<file path="src/rtl/ber_sweep_ctrl.sv">
`default_nettype none
// ============================================================================
// Module      : ber_sweep_ctrl
// Description : BER sweep sequencer around the layer decoder. It requests a
//               frame, decodes it, accumulates the statistics and steps the
//               SNR point.
// Revision    : 1.0 - initial release
// ============================================================================
module ber_sweep_ctrl #(
    parameter int SNR_SET_NUM    = 8,
    parameter int START_SNR      = 20,
    parameter int ERR_FRAME_HALT = 100,
    parameter int MAX_BLOCK      = 2**20,
    parameter int ERRBIT_BW      = 13,
    parameter int ITER_BW        = 4,
    parameter int ACC_BW         = 32,
    parameter int SNR_BW         = 8
) (
    input  logic                 read_clk,
    input  logic                 rstn,
    input  logic                 sweep_start,
    input  logic                 sweep_abort,
    output logic                 awgn_req,
    input  logic                 awgn_ready,
    output logic                 dec_start,
    input  logic                 dec_done,
    input  logic [ERRBIT_BW-1:0] dec_err_bits,
    input  logic [ITER_BW-1:0]   dec_iter,
    output logic [SNR_BW-1:0]    snr_packet,
    output logic [ACC_BW-1:0]    block_cnt,
    output logic [15:0]          errFrame_cnt,
    output logic [ACC_BW-1:0]    err_cnt_acc,
    output logic [ACC_BW-1:0]    iter_cnt_acc,
    output logic                 count_done,
    output logic                 sweep_done,
    output logic                 busy
);

    localparam int IDX_BW = (SNR_SET_NUM > 1) ? $clog2(SNR_SET_NUM) : 1;

    localparam logic [2:0] c_IDLE       = 3'd0;
    localparam logic [2:0] c_REQ        = 3'd1;
    localparam logic [2:0] c_WAIT_FRAME = 3'd2;
    localparam logic [2:0] c_DECODE     = 3'd3;
    localparam logic [2:0] c_ACCUM      = 3'd4;
    localparam logic [2:0] c_POINT_DONE = 3'd5;
    localparam logic [2:0] c_SWEEP_DONE = 3'd6;

    logic [2:0]           r_state;
    logic [2:0]           w_state_next;
    logic [IDX_BW-1:0]    r_point_idx;
    logic [SNR_BW-1:0]    r_snr;
    logic [ACC_BW-1:0]    r_block;
    logic [15:0]          r_err_frame;
    logic [ACC_BW-1:0]    r_err_acc;
    logic [ACC_BW-1:0]    r_iter_acc;
    logic [ERRBIT_BW-1:0] r_bits;
    logic [ITER_BW-1:0]   r_iter;
    logic                 r_dec_start;

    logic [ACC_BW:0]      w_err_sum;
    logic [ACC_BW:0]      w_iter_sum;
    logic [ACC_BW-1:0]    w_block_next;
    logic [ACC_BW-1:0]    w_err_acc_next;
    logic [ACC_BW-1:0]    w_iter_acc_next;
    logic [15:0]          w_err_frame_next;
    logic                 w_halt;
    logic                 w_last_point;

    // Saturating accumulator updates; the halt test looks at the updated values.
    assign w_err_sum        = {1'b0, r_err_acc} + {{(ACC_BW+1-ERRBIT_BW){1'b0}}, r_bits};
    assign w_iter_sum       = {1'b0, r_iter_acc} + {{(ACC_BW+1-ITER_BW){1'b0}}, r_iter};
    assign w_err_acc_next   = w_err_sum[ACC_BW]  ? '1 : w_err_sum[ACC_BW-1:0];
    assign w_iter_acc_next  = w_iter_sum[ACC_BW] ? '1 : w_iter_sum[ACC_BW-1:0];
    assign w_block_next     = (&r_block) ? r_block : r_block + ACC_BW'(1);
    assign w_err_frame_next = ((r_bits != '0) && !(&r_err_frame)) ? r_err_frame + 16'd1
                                                                  : r_err_frame;
    assign w_halt           = (w_err_frame_next == 16'(ERR_FRAME_HALT)) ||
                              (w_block_next == ACC_BW'(MAX_BLOCK));
    assign w_last_point     = (r_point_idx == IDX_BW'(SNR_SET_NUM - 1));

    always_comb begin
        w_state_next = r_state;
        if (sweep_abort) begin
            w_state_next = c_IDLE;
        end else begin
            case (r_state)
                c_IDLE, c_SWEEP_DONE: if (sweep_start) w_state_next = c_REQ;
                c_REQ:                w_state_next = c_WAIT_FRAME;
                c_WAIT_FRAME:         if (awgn_ready) w_state_next = c_DECODE;
                c_DECODE:             if (dec_done) w_state_next = c_ACCUM;
                c_ACCUM:              w_state_next = w_halt ? c_POINT_DONE : c_REQ;
                c_POINT_DONE:         w_state_next = w_last_point ? c_SWEEP_DONE : c_REQ;
                default:              w_state_next = c_IDLE;
            endcase
        end
    end

    always_ff @(posedge read_clk or negedge rstn) begin
        if (!rstn) begin
            r_state     <= c_IDLE;
            r_dec_start <= 1'b0;
        end else begin
            r_state     <= w_state_next;
            r_dec_start <= !sweep_abort && (r_state == c_WAIT_FRAME) && awgn_ready;
        end
    end

    // An abort freezes the statistics exactly as they stood.
    always_ff @(posedge read_clk or negedge rstn) begin
        if (!rstn) begin
            r_point_idx <= '0;
            r_snr       <= SNR_BW'(START_SNR);
            r_block     <= '0;
            r_err_frame <= '0;
            r_err_acc   <= '0;
            r_iter_acc  <= '0;
            r_bits      <= '0;
            r_iter      <= '0;
        end else if (!sweep_abort) begin
            case (r_state)
                c_IDLE, c_SWEEP_DONE: begin
                    if (sweep_start) begin
                        r_point_idx <= '0;
                        r_snr       <= SNR_BW'(START_SNR);
                        r_block     <= '0;
                        r_err_frame <= '0;
                        r_err_acc   <= '0;
                        r_iter_acc  <= '0;
                    end
                end
                c_DECODE: begin
                    if (dec_done) begin
                        r_bits <= dec_err_bits;
                        r_iter <= dec_iter;
                    end
                end
                c_ACCUM: begin
                    r_block     <= w_block_next;
                    r_err_frame <= w_err_frame_next;
                    r_err_acc   <= w_err_acc_next;
                    r_iter_acc  <= w_iter_acc_next;
                end
                c_POINT_DONE: begin
                    if (!w_last_point) begin
                        r_point_idx <= r_point_idx + IDX_BW'(1);
                        r_snr       <= r_snr + SNR_BW'(1);
                        r_block     <= '0;
                        r_err_frame <= '0;
                        r_err_acc   <= '0;
                        r_iter_acc  <= '0;
                    end
                end
                default: ;
            endcase
        end
    end

    assign awgn_req     = (r_state == c_REQ);
    assign dec_start    = r_dec_start;
    assign count_done   = (r_state == c_POINT_DONE);
    assign sweep_done   = (r_state == c_SWEEP_DONE);
    assign busy         = (r_state != c_IDLE) && (r_state != c_SWEEP_DONE);
    assign snr_packet   = r_snr;
    assign block_cnt    = r_block;
    assign errFrame_cnt = r_err_frame;
    assign err_cnt_acc  = r_err_acc;
    assign iter_cnt_acc = r_iter_acc;

endmodule
`default_nettype wire

</file>
<file path="config.mk">
export PLATFORM = sky130hd
export DESIGN_NAME = ber_sweep_ctrl
export DESIGN_NICKNAME = d
export VERILOG_FILES = /design/src/rtl/ber_sweep_ctrl.sv
export SDC_FILE = /design/constraint.sdc
export NUM_CORES = 1
export LEC_CHECK = 0
export CAP_MARGIN = 20
export CELL_PAD_IN_SITES_DETAIL_PLACEMENT = 0
export CELL_PAD_IN_SITES_GLOBAL_PLACEMENT = 1
export CORE_MARGIN = 2
export CORE_UTILIZATION = 40
export CTS_CLUSTER_DIAMETER = 200
export DETAILED_ROUTE_END_ITERATION = 7
export GPL_TIMING_DRIVEN = 0
export PLACE_DENSITY_LB_ADDON = 0.1
export SKIP_CTS_REPAIR_TIMING = 1
export SYNTH_ARGS = -nofsm -noshare
export SYNTH_HDL_FRONTEND = slang
export SYNTH_SLANG_ARGS = --single-unit
</file>
<file path="constraint.sdc">
create_clock -name read_clk -period 5.9 [get_ports read_clk]
set_clock_uncertainty 0.1 [all_clocks]
set_input_delay 1.18 -clock read_clk [delete_from_list [all_inputs] [get_ports read_clk]]
set_output_delay 1.18 -clock read_clk [all_outputs]
set_load 0.05 [all_outputs]
</file>
# Word-level counts from Yosys, hierarchy flattened
# Index checks and enable logic that the tools add are counted.
# totals
ff_bits	144
input_bits	23
out_inout_bits	125
word_cells	76
# op_classes
n_addsub	6
eq_ne	15
muxes	25
bitwise	1
n_reduce_logical	19
# ops
operator	n
one-hot mux 32 bit (3 select lines)	3
2-to-1 mux 32 bit	5
2-to-1 mux 16 bit	3
one-hot mux 16 bit (3 select lines)	1
adder 32 x 13 -> 33 bit	1
adder 32 x 4 -> 33 bit	1
adder 32 x 1 -> 32 bit (second input constant)	1
== test 32 x 21 -> 1 bit (second input constant)	1
AND reduction 32 bit	1
2-to-1 mux 3 bit	8
one-hot mux 3 bit (6 select lines)	1
adder 16 x 1 -> 16 bit (second input constant)	1
== test 16 x 7 -> 1 bit (second input constant)	1
2-to-1 mux 8 bit	2
one-hot mux 8 bit (2 select lines)	1
AND reduction 16 bit	1
nonzero test 13 bit	1
== test 3 bit (second input constant)	4
inequality test 3 bit (second input constant)	4
adder 8 x 1 -> 8 bit (second input constant)	1
AND reduction 4 bit	2
== test 3 x 2 -> 1 bit (second input constant)	2
one-hot mux 3 bit (2 select lines)	1
AND reduction 3 bit	2
other kinds (11)	17

# Longest topological paths before layout
# Gate-level depths: netlist of run 1.
# depth
word_depth	9
mapped_depth	13
ltp_nobuf	11

# Worst setup path before layout of run 1
# No wires, ideal clock.
# synth_timing
kind	reg2reg
start	register r_iter_acc[0], in the netlist iter_cnt_acc[0]
end	register r_iter_acc[29], in the netlist iter_cnt_acc[29]
setup_time_ps	70
t_arrival_ps	3168
required_time_ps	5730
path_slack_ps	2562
path_stages_with_launch	14
path_buffers	2
period_less_slack_ps	3338
path_cell_list	dfrtp_1 ha_1 inv_1 fa_1 nor2b_1 o21ai_0 a21oi_1 nand4_1 or3_1 clkbuf_1 nor3_2 clkbuf_1 a22oi_1 nand3_1
# synth_via
elab_chain_len	3
# synth_lines
item	line_no	source
start, declared	56	logic [ACC_BW-1:0] r_iter_acc;
start signal, assigned	142	r_iter_acc <= w_iter_acc_next;
adder 32 x 4 -> 33 bit	72	assign w_iter_sum = {1'b0, r_iter_acc} + {{(ACC_BW+1-ITER_BW){1'b0}}, r_iter};
2-to-1 mux 32 bit	74	assign w_iter_acc_next = w_iter_sum[ACC_BW] ? '1 : w_iter_sum[ACC_BW-1:0];
one-hot mux 32 bit (3 select lines)	121	case (r_state)
# Every way passes these cells.
# A chain may end at the register's enable or synchronous reset.

# Worst setup path after layout of run 1
# layout_timing
start	register r_iter_acc[0], in the netlist iter_cnt_acc[0]
end	register r_iter_acc[2], in the netlist iter_cnt_acc[2]
# Same word-level chain as after synthesis.

==> reports/qor.txt, run 1 <==
status: completed
utilization after layout: 52.11%
total global routing track utilization: 25.54%
Root Buffer: clkbuf_16
CTS Sinks: 144
Fillers: 2,088
Num CTS Buffers: 17
Mapped Nets: 1,131
CTS Buffer Depth: 2
first-pass GRT wire length: 47,680 um
main combinational cell family by area after synthesis: compound AO/OA/AOI/OAI gates
Synth Register Bits: 144
# setup viols final: 0
Cell Pwr Density: 243.3 mW/mm2
design area: 0.01144 mm2
Async S/R FF share, synth: 100.0%
Max Clock Freq: 258.7 MHz
RePlAce Congestion: 0.9211
DRT Wirelength: 30,520 um
Lkg Pwr: 4.781 nW
GRT overflow: 0
Post-DP Area: 0.01086 mm2
crit path launch type: flop
Syn Area/Cell: 8.323 um2
RSZ-0062 raised after global routing: no
Slew @ Worst Pin: 1.148 ns
CTS tree: yes
dominant synthesized flop cell: dfrtp_1
Iteration-0 DRC Markers: 741
Avg WL per Cell: 19.78 um
ANT cells: 0
DP HPWL: 21,440 um
critical path peak fanout: 10
Die Wd: 154.2 um
largest net degree at the start of global routing: 92
H-tree depth: 4
Slew Viols, Final: 0
IO Count: 148
sequential area share after synthesis: 39.97%
Synth Area in XOR/XNOR: 3.009%
Clock Latency Late Sink: 0.43 ns
Slew HR: 22.89%
Setup CP Type: flop to flop
synthesized area: 0.009022 mm2
Synth warnings: 0
EDFF count, synth: 0
Core ar.: 0.02196 mm2
post-route ant nets: 0
fin crit share: 65.52%
Layout Nets: 1,297
Starting Density: 41.09%
post-synthesis adder-cell area fraction: 3.495%
Final Hold Fails: 0
Final Critical Period: 3.866 ns
crit path DAT: 4.13 ns
via density per instance: 5.899
Syn Inst Count: 1,084
Unique masters post-synth: 70
Die Ht: 154.2 um
DRC viols: 0
# rows: 54
compound-cell area share of the yosys netlist: 23.63%
first drt pass iteration count: 5
Hold Path Class: flop to flop
Synth Area in Simple Gates: 23.56%
DIE AREA: 0.02377 mm2
Port-buffer cells: 146
multiplexer share of the synthesized area: 2.344%
Reg area: 0.003606 mm2
P&R area growth vs syn: 26.83%
fraction of layout cells with a size suffix above 1: 5.622%
clock slew at reported path FFs: 0.06 ns
initial antenna violation count: 0
via count: 9,102
multi-input logic area: 0.005056 mm2
Required @ worst endpoint: 6.16 ns
vias in the first global route: 8,376
Critical Path Sink Type: flop
max cap viols: 0
peak supply drop: 0.1755 mV
-- cell usage after synthesis, drive strengths merged (9+ instances only) --
library cell / number / area [um2]
a211oi: 12 / 90.09
a21o: 9 / 67.56
a21oi: 61 / 305.3
a22o: 9 / 78.83
a31oi: 32 / 200.2
and2: 9 / 56.31
and3: 29 / 186.4
clkbuf: 55 / 206.5
dfrtp: 142 / 3553
ha: 22 / 275.3
inv: 31 / 116.4
mux2: 17 / 191.4
nand2: 117 / 439.2
nand3: 51 / 260.3
nand4: 41 / 256.5
nor2: 81 / 306.6
nor2b: 12 / 75.07
nor3: 24 / 125.1
nor4: 14 / 115.1
o21ai: 158 / 790.8
o31ai: 16 / 120.1
or3: 10 / 62.56
xnor2: 16 / 140.1
xor2: 15 / 131.4
-- flip-flops by register name, indices dropped and copies added (netlist names) --
| signal | cells |
|---|---|
| block_cnt | 32 |
| dec_start | 1 |
| r_iter | 4 |
| iter_cnt_acc | 32 |
| r_state | 3 |
| r_point_idx | 3 |
| r_bits | 13 |
| errFrame_cnt | 16 |
| snr_packet | 8 |
| err_cnt_acc | 32 |
-- critical path: stages, from the launching register on --
cell and delay (ns):
dfrtp_1 0.37, ha_1 0.17, inv_1 0.05, fa_1 0.41, nor2b_1 0.12, o21ai_0 0.16
a21oi_1 0.40, nand4_1 0.22, or3_1 0.34, clkbuf_1 0.16, nor3_2 0.51, clkbuf_1 0.50
o21ai_0 0.18, nand2_1 0.10
-- through the flow --
stage	setup WS, ns	hold slack, ns	TNS, ns	power, W	instances
4_1_cts	2.091	0.4116	0	0.002803	1543
3_5_place_dp	1.889	0.3944	0	0.001712	1511
6_report	2.034	0.4046	0	0.002784	1543
5_1_grt	1.813	0.4158	0	0.002907	1543
2_1_floorplan	2.562	0.3701	0	0.001510	1084
3_3_place_gp	-2.828	0.3891	-400.65	0.001706	1510
-- final cells by class --
type / instances / share of cell area (%)
Inverter: 31 / 1.017
Multi-Input combinational cell: 846 / 44.18
Clock inverter: 8 / 0.6888
Sequential cell: 144 / 31.51
Tap cell: 280 / 3.061
Buffer: 63 / 2.132
Clock buffer: 24 / 4.384
Timing Repair Buffer: 147 / 13.02
-- kinds of logic after synthesis --
family          count (synthesis)
flops                         144
compound gates                353
mux                            19
buf+inv                        94
fa+ha+maj                      24
xor+xnor                       31
simple gates                  419
-- metal layers --
metal | track usage [%] | share of wire (%) | routed length (um) | vias to the layer above
met2 | 41.30 | 46 | 14160 | 312
met1 | 35.36 | 46 | 13960 | 4393
li1 | - | - | - | 4357
met3 | 4.595 | 6.1 | 1854 | 40
met4 | 7.032 | 1.8 | 542 | 0
met5 | 0 | 0 | 0 | -
-- report_power, final --
group | internal [W] | total [W] | switching [W]
Sequential | 0.00106 | 0.00111 | 0.0000587
Clock | 0.000636 | 0.00109 | 0.000454
Combinational | 0.000219 | 0.000580 | 0.000361
-- worst paths after layout --
| kind | from | end | slack (ns) | cells after the start |
|---|---|---|---|---|
| max | iter_cnt_acc[0]$_DFFE_PN0P_ | iter_cnt_acc[2]$_DFFE_PN0P_ | 2.03 | 13 |
| min | err_cnt_acc[9]$_DFFE_PN0P_ | err_cnt_acc[9]$_DFFE_PN0P_ | 0.40 | 2 |
| max reg2reg | iter_cnt_acc[0]$_DFFE_PN0P_ | iter_cnt_acc[2]$_DFFE_PN0P_ | 2.03 | 13 |
| min reg2reg | err_cnt_acc[9]$_DFFE_PN0P_ | err_cnt_acc[9]$_DFFE_PN0P_ | 0.40 | 2 |
| max in group asynchronous | rstn | block_cnt[27]$_DFFE_PN0P_ | 4.21 | 2 |
| min in group asynchronous | rstn | snr_packet[7]$_DFFE_PN0P_ | 0.62 | 1 |
-- cell usage in the layout (no fill, tap or decap), types with 9 or more instances in the layout --
cell type        count
o21ai_0            158
clkdlybuf4s50_1    145
dfrtp_1            142
nand2_1            117
nor2_1              80
a21oi_1             61
clkbuf_1            57
nand3_1             50
nand4_1             41
a31oi_1             32
inv_1               31
and3_1              28
nor3_1              23
ha_1                22
mux2_2              17
clkbuf_16           17
xnor2_1             16
o31ai_1             16
xor2_1              15
nor2b_1             12
a211oi_1            12
nor4_1              11
or3_1               10
a21o_1               9
a22o_1               9
Power figures use the tool's default switching activity.
==> run 2: changes to the inputs <==
- CORE_UTILIZATION: 40 -> 37
- clock period: 5.9 -> 3.34 ns (I/O delays scaled with it)
==> reports/qor.txt, run 2 (synthesis results as in run 1) <==
status: completed
first-pass GRT wire length: 49,310 um (+3.4%)
Final Hold Fails: 0 (unchanged)
Cell Pwr Density: 435.4 mW/mm2 (+79%)
R2R Setup Slk: 0.12 ns (-1.91 ns)
Fillers: 2,449 (+17%)
P&R area growth vs syn: 30.56%
critical path peak fanout: 9 (-1)
worst r2r src: block_cnt[1]$_DFFE_PN0P_
Reg2Reg Depth: 9 (-4)
Num CTS Buffers: 17 (unchanged)
setup slack after layout: 0.1212 ns (-1.913 ns)
Slew Viols, Final: 0 (unchanged)
H-tree depth: 4 (unchanged)
Slew @ Worst Pin: 0.9633 ns (-0.1845 ns)
Setup CP Type: flop to flop
IO Count: 148 (unchanged)
DIE AREA: 0.02565 mm2 (+7.9%)
pre-CTS WS: -0.5261 ns (-2.415 ns)
RSZ-0062 raised after global routing: no
Iteration-0 DRC Markers: 623 (-16%)
Clock Latency Late Sink: 0.44 ns (about the same)
Max Clock Freq: 310.7 MHz (+20%)
first drt pass iteration count: 5 (unchanged)
most common cell after layout, fill and taps aside: o21ai_0
ANT cells: 0 (unchanged)
Non-Filler Instances: 1,594 (+3.3%)
via count: 9,175 (+0.80%)
Lkg Pwr: 4.982 nW (+4.2%)
Pwr Total: 0.005129 W (+84%)
Root Buffer: clkbuf_16
DP HPWL: 22,110 um (+3.2%)
peak supply drop: 0.3916 mV (+120%)
DRT Wirelength: 31,590 um (+3.5%)
Avg WL per Cell: 19.82 um (+0.19%)
Critical Path Sink Type: flop
crit path DAT: 3.44 ns (-0.69 ns)
Layout Nets: 1,304 (+0.54%)
largest stage delay on the critical path: 0.43 ns (-0.08 ns)
Die Ht: 160.2 um (+3.9%)
Die Wd: 160.2 um (+3.9%)
initial antenna violation count: 0 (unchanged)
total global routing track utilization: 24.40% (-1.1 points)
Core ar.: 0.02411 mm2 (+9.8%)
CTS Sinks: 144 (unchanged)
Final Critical Period: 3.219 ns (-0.6469 ns)
DRC viols: 0 (unchanged)
GRT overflow: 0 (unchanged)
cell total after placement: 1,555 (+2.9%)
largest net degree at the start of global routing: 75 (-18%)
post-route ant nets: 0 (unchanged)
CTS Buffer Depth: 2 (unchanged)
clock slew at reported path FFs: 0.06 ns (about the same)
utilization after layout: 48.87% (-3.2 points)
Starting Density: 37.43% (-3.7 points)
vias in the first global route: 8,649 (+3.3%)
fin crit share: 96.37% (+31 points)
Required @ worst endpoint: 3.56 ns (-2.60 ns)
worst flop-to-flop path endpoint: r_state[2]$_DFFE_PN0P_
Hold Path Class: primary input to asynchronous set/reset pin
Port-buffer cells: 146 (unchanged)
Slew HR: 35.19% (+12 points)
fraction of layout cells with a size suffix above 1: 8.819% (+3.2 points)
CTS tree: yes
# setup viols final: 0 (unchanged)
via density per instance: 5.756 (-2.4%)
commonest cells after routing, fill and taps aside: 156 x o21ai_0, 144 x clkdlybuf4s50_1, 140 x dfrtp_1, 117 x nand2_1, 78 x nor2_1
max cap viols: 0 (unchanged)
Slowest cell on crit path: dfrtp_1
sequence of cells on the critical path: ha_2 > nand4_1 > or2_4 > nor4_4 > nor2_2 > and3_4 > or3_1 > a211o_1 > o41ai_2
crit path launch type: flop
RePlAce Congestion: 0.8451 (-8.3%)
# rows: 57 (+5.6%)
run 2: report_power, final:
group | internal [W] | total, W | leakage [nW] | switching (W)
registers | 0.00187 | 0.00197 | 1.98 | 0.000107
logic | 0.000386 | 0.00103 | 2.69 | 0.000648
clock network | 0.00131 | 0.00212 | 0.314 | 0.000814
run 2: worst max-delay path: cells and delay by family, from the launching register on:
kind | cells | cell delay, ns
and+or+nand+nor | 6 | 1.66
AOI/OAI and AO/OA | 2 | 0.64
DFF | 1 | 0.43
adders and majority gates | 1 | 0.27
run 2: worst max path at each step:
| stage | startpoint | end | slack [ns] | cells after the start |
|---|---|---|---|---|
| 4_1_cts | err_cnt_acc[14]$_DFFE_PN0P_ | err_cnt_acc[11]$_DFFE_PN0P_ | -0.54 | 9 |
| 3_5_place_dp | err_cnt_acc[14]$_DFFE_PN0P_ | err_cnt_acc[11]$_DFFE_PN0P_ | -0.53 | 9 |
| 2_1_floorplan | iter_cnt_acc[0]$_DFFE_PN0P_ | iter_cnt_acc[29]$_DFFE_PN0P_ | 0.002 | 13 |
| 3_3_place_gp | rstn | iter_cnt_acc[13]$_DFFE_PN0P_ | -4.90 | 1 |
| 5_1_grt | r_state[1]$_DFFE_PN0P_ | r_bits[6]$_DFFE_PN0P_ | 0.001 | 7 |
| 6_report | block_cnt[1]$_DFFE_PN0P_ | r_state[2]$_DFFE_PN0P_ | 0.12 | 9 |
run 2: layer usage:
layer  global-route usage [%]  routed length (um)  vias up
met5                        0                   0        -
met4                    6.224                 439        0
met3                    5.221                2081       33
met2                    38.47               14470      269
met1                    34.16               14600     4505
li1                         -                   -     4368
run 2: through the flow:
step           hold slack, ns  cell area [um2]  setup TNS (ns)
2_1_floorplan          0.2724             9022               0
3_3_place_gp           0.3891            10890         -713.39
3_5_place_dp           0.3863            10920          -15.17
4_1_cts                0.2056            11550          -14.87
5_1_grt                0.2252            11780               0
6_report               0.1716            11780               0
run 2: cell type report:
class	instances	area, um2	area share (%)
clock buffer	22	474.2	4.026
inverter	31	116.4	0.9878
multi-input combinational	846	5189	44.05
clock inverter	10	157.7	1.338
buffer	56	234.0	1.986
tap	324	405.4	3.441
timing repair buffer	161	1595	13.54
sequential	144	3608	30.63
==> run 3: changes to the inputs <==
- GPL_TIMING_DRIVEN: 0 -> 1
==> reports/qor.txt, run 3 (synthesis results as in run 1) <==
status: completed
first drt pass iteration count: 5 (unchanged)
CTS Buffer Depth: 2 (unchanged)
total global routing track utilization: 22.32% (-2.1 points)
sequence of cells on the critical path: nor2b_1 > nand2_1 > inv_1 > clkdlybuf4s50_1
WP buf/inv: 2 (+2)
initial antenna violation count: 0 (unchanged)
Max Clock Freq: 317.4 MHz (+2.2%)
Critical Path Sink Type: primary output
H-tree depth: 4 (unchanged)
Port-buffer cells: 147 (+0.68%)
vias in the first global route: 8,674 (+0.29%)
peak supply drop: 0.2848 mV (-27%)
largest net degree at the start of global routing: 88 (+17%)
Root Buffer: clkbuf_16
Iteration-0 DRC Markers: 477 (-23%)
RSZ-0062 raised after global routing: no
Num CTS Buffers: 17 (unchanged)
# rows: 57 (unchanged)
Slew @ Worst Pin: 0.7506 ns (-0.2127 ns)
Slew Viols, Final: 0 (unchanged)
utilization after layout: 48.73% (-0.14 points)
Layout Nets: 1,289 (-1.2%)
post-route ant nets: 0 (unchanged)
crit path launch type: flop
Die Ht: 160.2 um (unchanged)
GRT overflow: 0 (unchanged)
fin crit share: 94.33% (-2.0 points)
via count: 8,880 (-3.2%)
Required @ worst endpoint: 2.57 ns (-0.99 ns)
crit path DAT: 2.38 ns (-1.06 ns)
DRT Wirelength: 27,930 um (-12%)
Cell Pwr Density: 423.9 mW/mm2 (-2.7%)
first-pass GRT wire length: 46,630 um (-5.4%)
largest stage delay on the critical path: 0.80 ns (+0.37 ns)
Pwr Total: 0.004979 W (-2.9%)
P&R area growth vs syn: 30.19%
critical path peak fanout: 10 (+1)
clock slew at reported path FFs: 0.07 ns (about the same)
fraction of layout cells with a size suffix above 1: 10.20% (+1.4 points)
ANT cells: 0 (unchanged)
DRC viols: 0 (unchanged)
Setup CP Type: flop to primary output
Slew HR: 49.96% (+15 points)
commonest cells after routing, fill and taps aside: 158 x o21ai_0, 146 x clkdlybuf4s50_1, 142 x dfrtp_1, 116 x nand2_1, 79 x nor2_1
Clock Latency Late Sink: 0.43 ns (about the same)
CTS Sinks: 144 (unchanged)
TNS Setup: 0 ns (unchanged)
Starting Density: 37.43% (unchanged)
Post-DP Area: 0.01113 mm2 (+1.9%)
DP HPWL: 19,480 um (-12%)
Non-Filler Instances: 1,579 (-0.94%)
M2 GR Usage: 36.48% (-2.0 points)
met3 usage: 4.182% (-1.0 points)
DIE AREA: 0.02565 mm2 (unchanged)
Die Wd: 160.2 um (unchanged)
IO Count: 148 (unchanged)
Crit path max-delay family: buffers and inverters
Hold Path Class: primary input to asynchronous set/reset pin
via density per instance: 5.624 (-2.3%)
Core ar.: 0.02411 mm2 (unchanged)
design area: 0.01175 mm2 (-0.29%)
max cap viols: 0 (unchanged)
most common cell after layout, fill and taps aside: o21ai_0
Final Critical Period: 3.151 ns (-0.06825 ns)
RePlAce Congestion: 0.8204 (-2.9%)
Final Hold Fails: 0 (unchanged)
CTS tree: yes
met1 Usage GRT: 30.55% (-3.6 points)
Lkg Pwr: 5.028 nW (+0.93%)
# setup viols final: 0 (unchanged)
Avg WL per Cell: 17.69 um (-11%)
cell total after placement: 1,547 (-0.51%)
Slowest cell on crit path: clkdlybuf4s50_1
grt peak-use layer: met2
run 3: cell types whose count changed in the layout (fill, tap and decap cells not counted), moves of 4 or more:
| cell | before | now |
|---|---|---|
| clkbuf_1 | 43 | 0 |
| buf_4 | 14 | 52 |
| inv_6 | 0 | 7 |
| clkbuf_2 | 6 | 0 |
| buf_2 | 5 | 0 |
| clkinv_2 | 4 | 0 |
run 3: cell type report:
class / instances / area (um2)
tap: 324 / 405.4
clock buffer: 18 / 439.2
sequential: 144 / 3606
multi-input combinational: 846 / 5087
fill: 2410 / 12360
clock inverter: 14 / 168.9
inverter: 31 / 116.4
timing repair buffer: 202 / 1923
run 3: final timing paths:
check / slack [ns] / depth (start not counted) / to / start
setup / recovery: 0.19 / 4 / count_done / r_state[2]$_DFFE_PN0P_
hold / removal: 0.15 / 1 / snr_packet[7]$_DFFE_PN0P_ / rstn
setup reg to reg: 0.27 / 8 / r_state[2]$_DFFE_PN0P_ / block_cnt[12]$_DFFE_PN0P_
hold reg to reg: 0.40 / 2 / err_cnt_acc[2]$_DFFE_PN0P_ / err_cnt_acc[2]$_DFFE_PN0P_
max in group asynchronous: 2.17 / 2 / iter_cnt_acc[30]$_DFFE_PN0P_ / rstn
min in group read_clk: 0.40 / 2 / err_cnt_acc[2]$_DFFE_PN0P_ / err_cnt_acc[2]$_DFFE_PN0P_
run 3: where the power goes:
group / internal (W) / switching [W]
logic: 0.000394 / 0.000585
registers: 0.00186 / 0.000128
clock network: 0.00115 / 0.000858
total: 0.00341 / 0.00157
run 3: worst register-to-register path, delay by kind of cell, from the launching register on:
kind,cells,cell delay [ns]
DFF,1,0.48
AOI/OAI and AO/OA,2,0.62
and+or+nand+nor,6,1.77
run 3: stage by stage:
| step | setup WS (ns) | hold WS [ns] |
|---|---|---|
| floorplan | 0.002150 | 0.2724 |
| global placement | 0.2547 | 0.3816 |
| detailed placement | 0.2450 | 0.3950 |
| CTS | 0.1560 | 0.2101 |
| global route | 0.01641 | 0.2406 |
| finish | 0.1895 | 0.1456 |
run 3: routing by layer:
layer	vias up	share of wire [%]	routed length [um]
met3	18	5.0	1405
met4	0	1.2	323
met2	214	47	13130
met1	4303	47	13070
li1	4345	-	-
met5	-	0	0
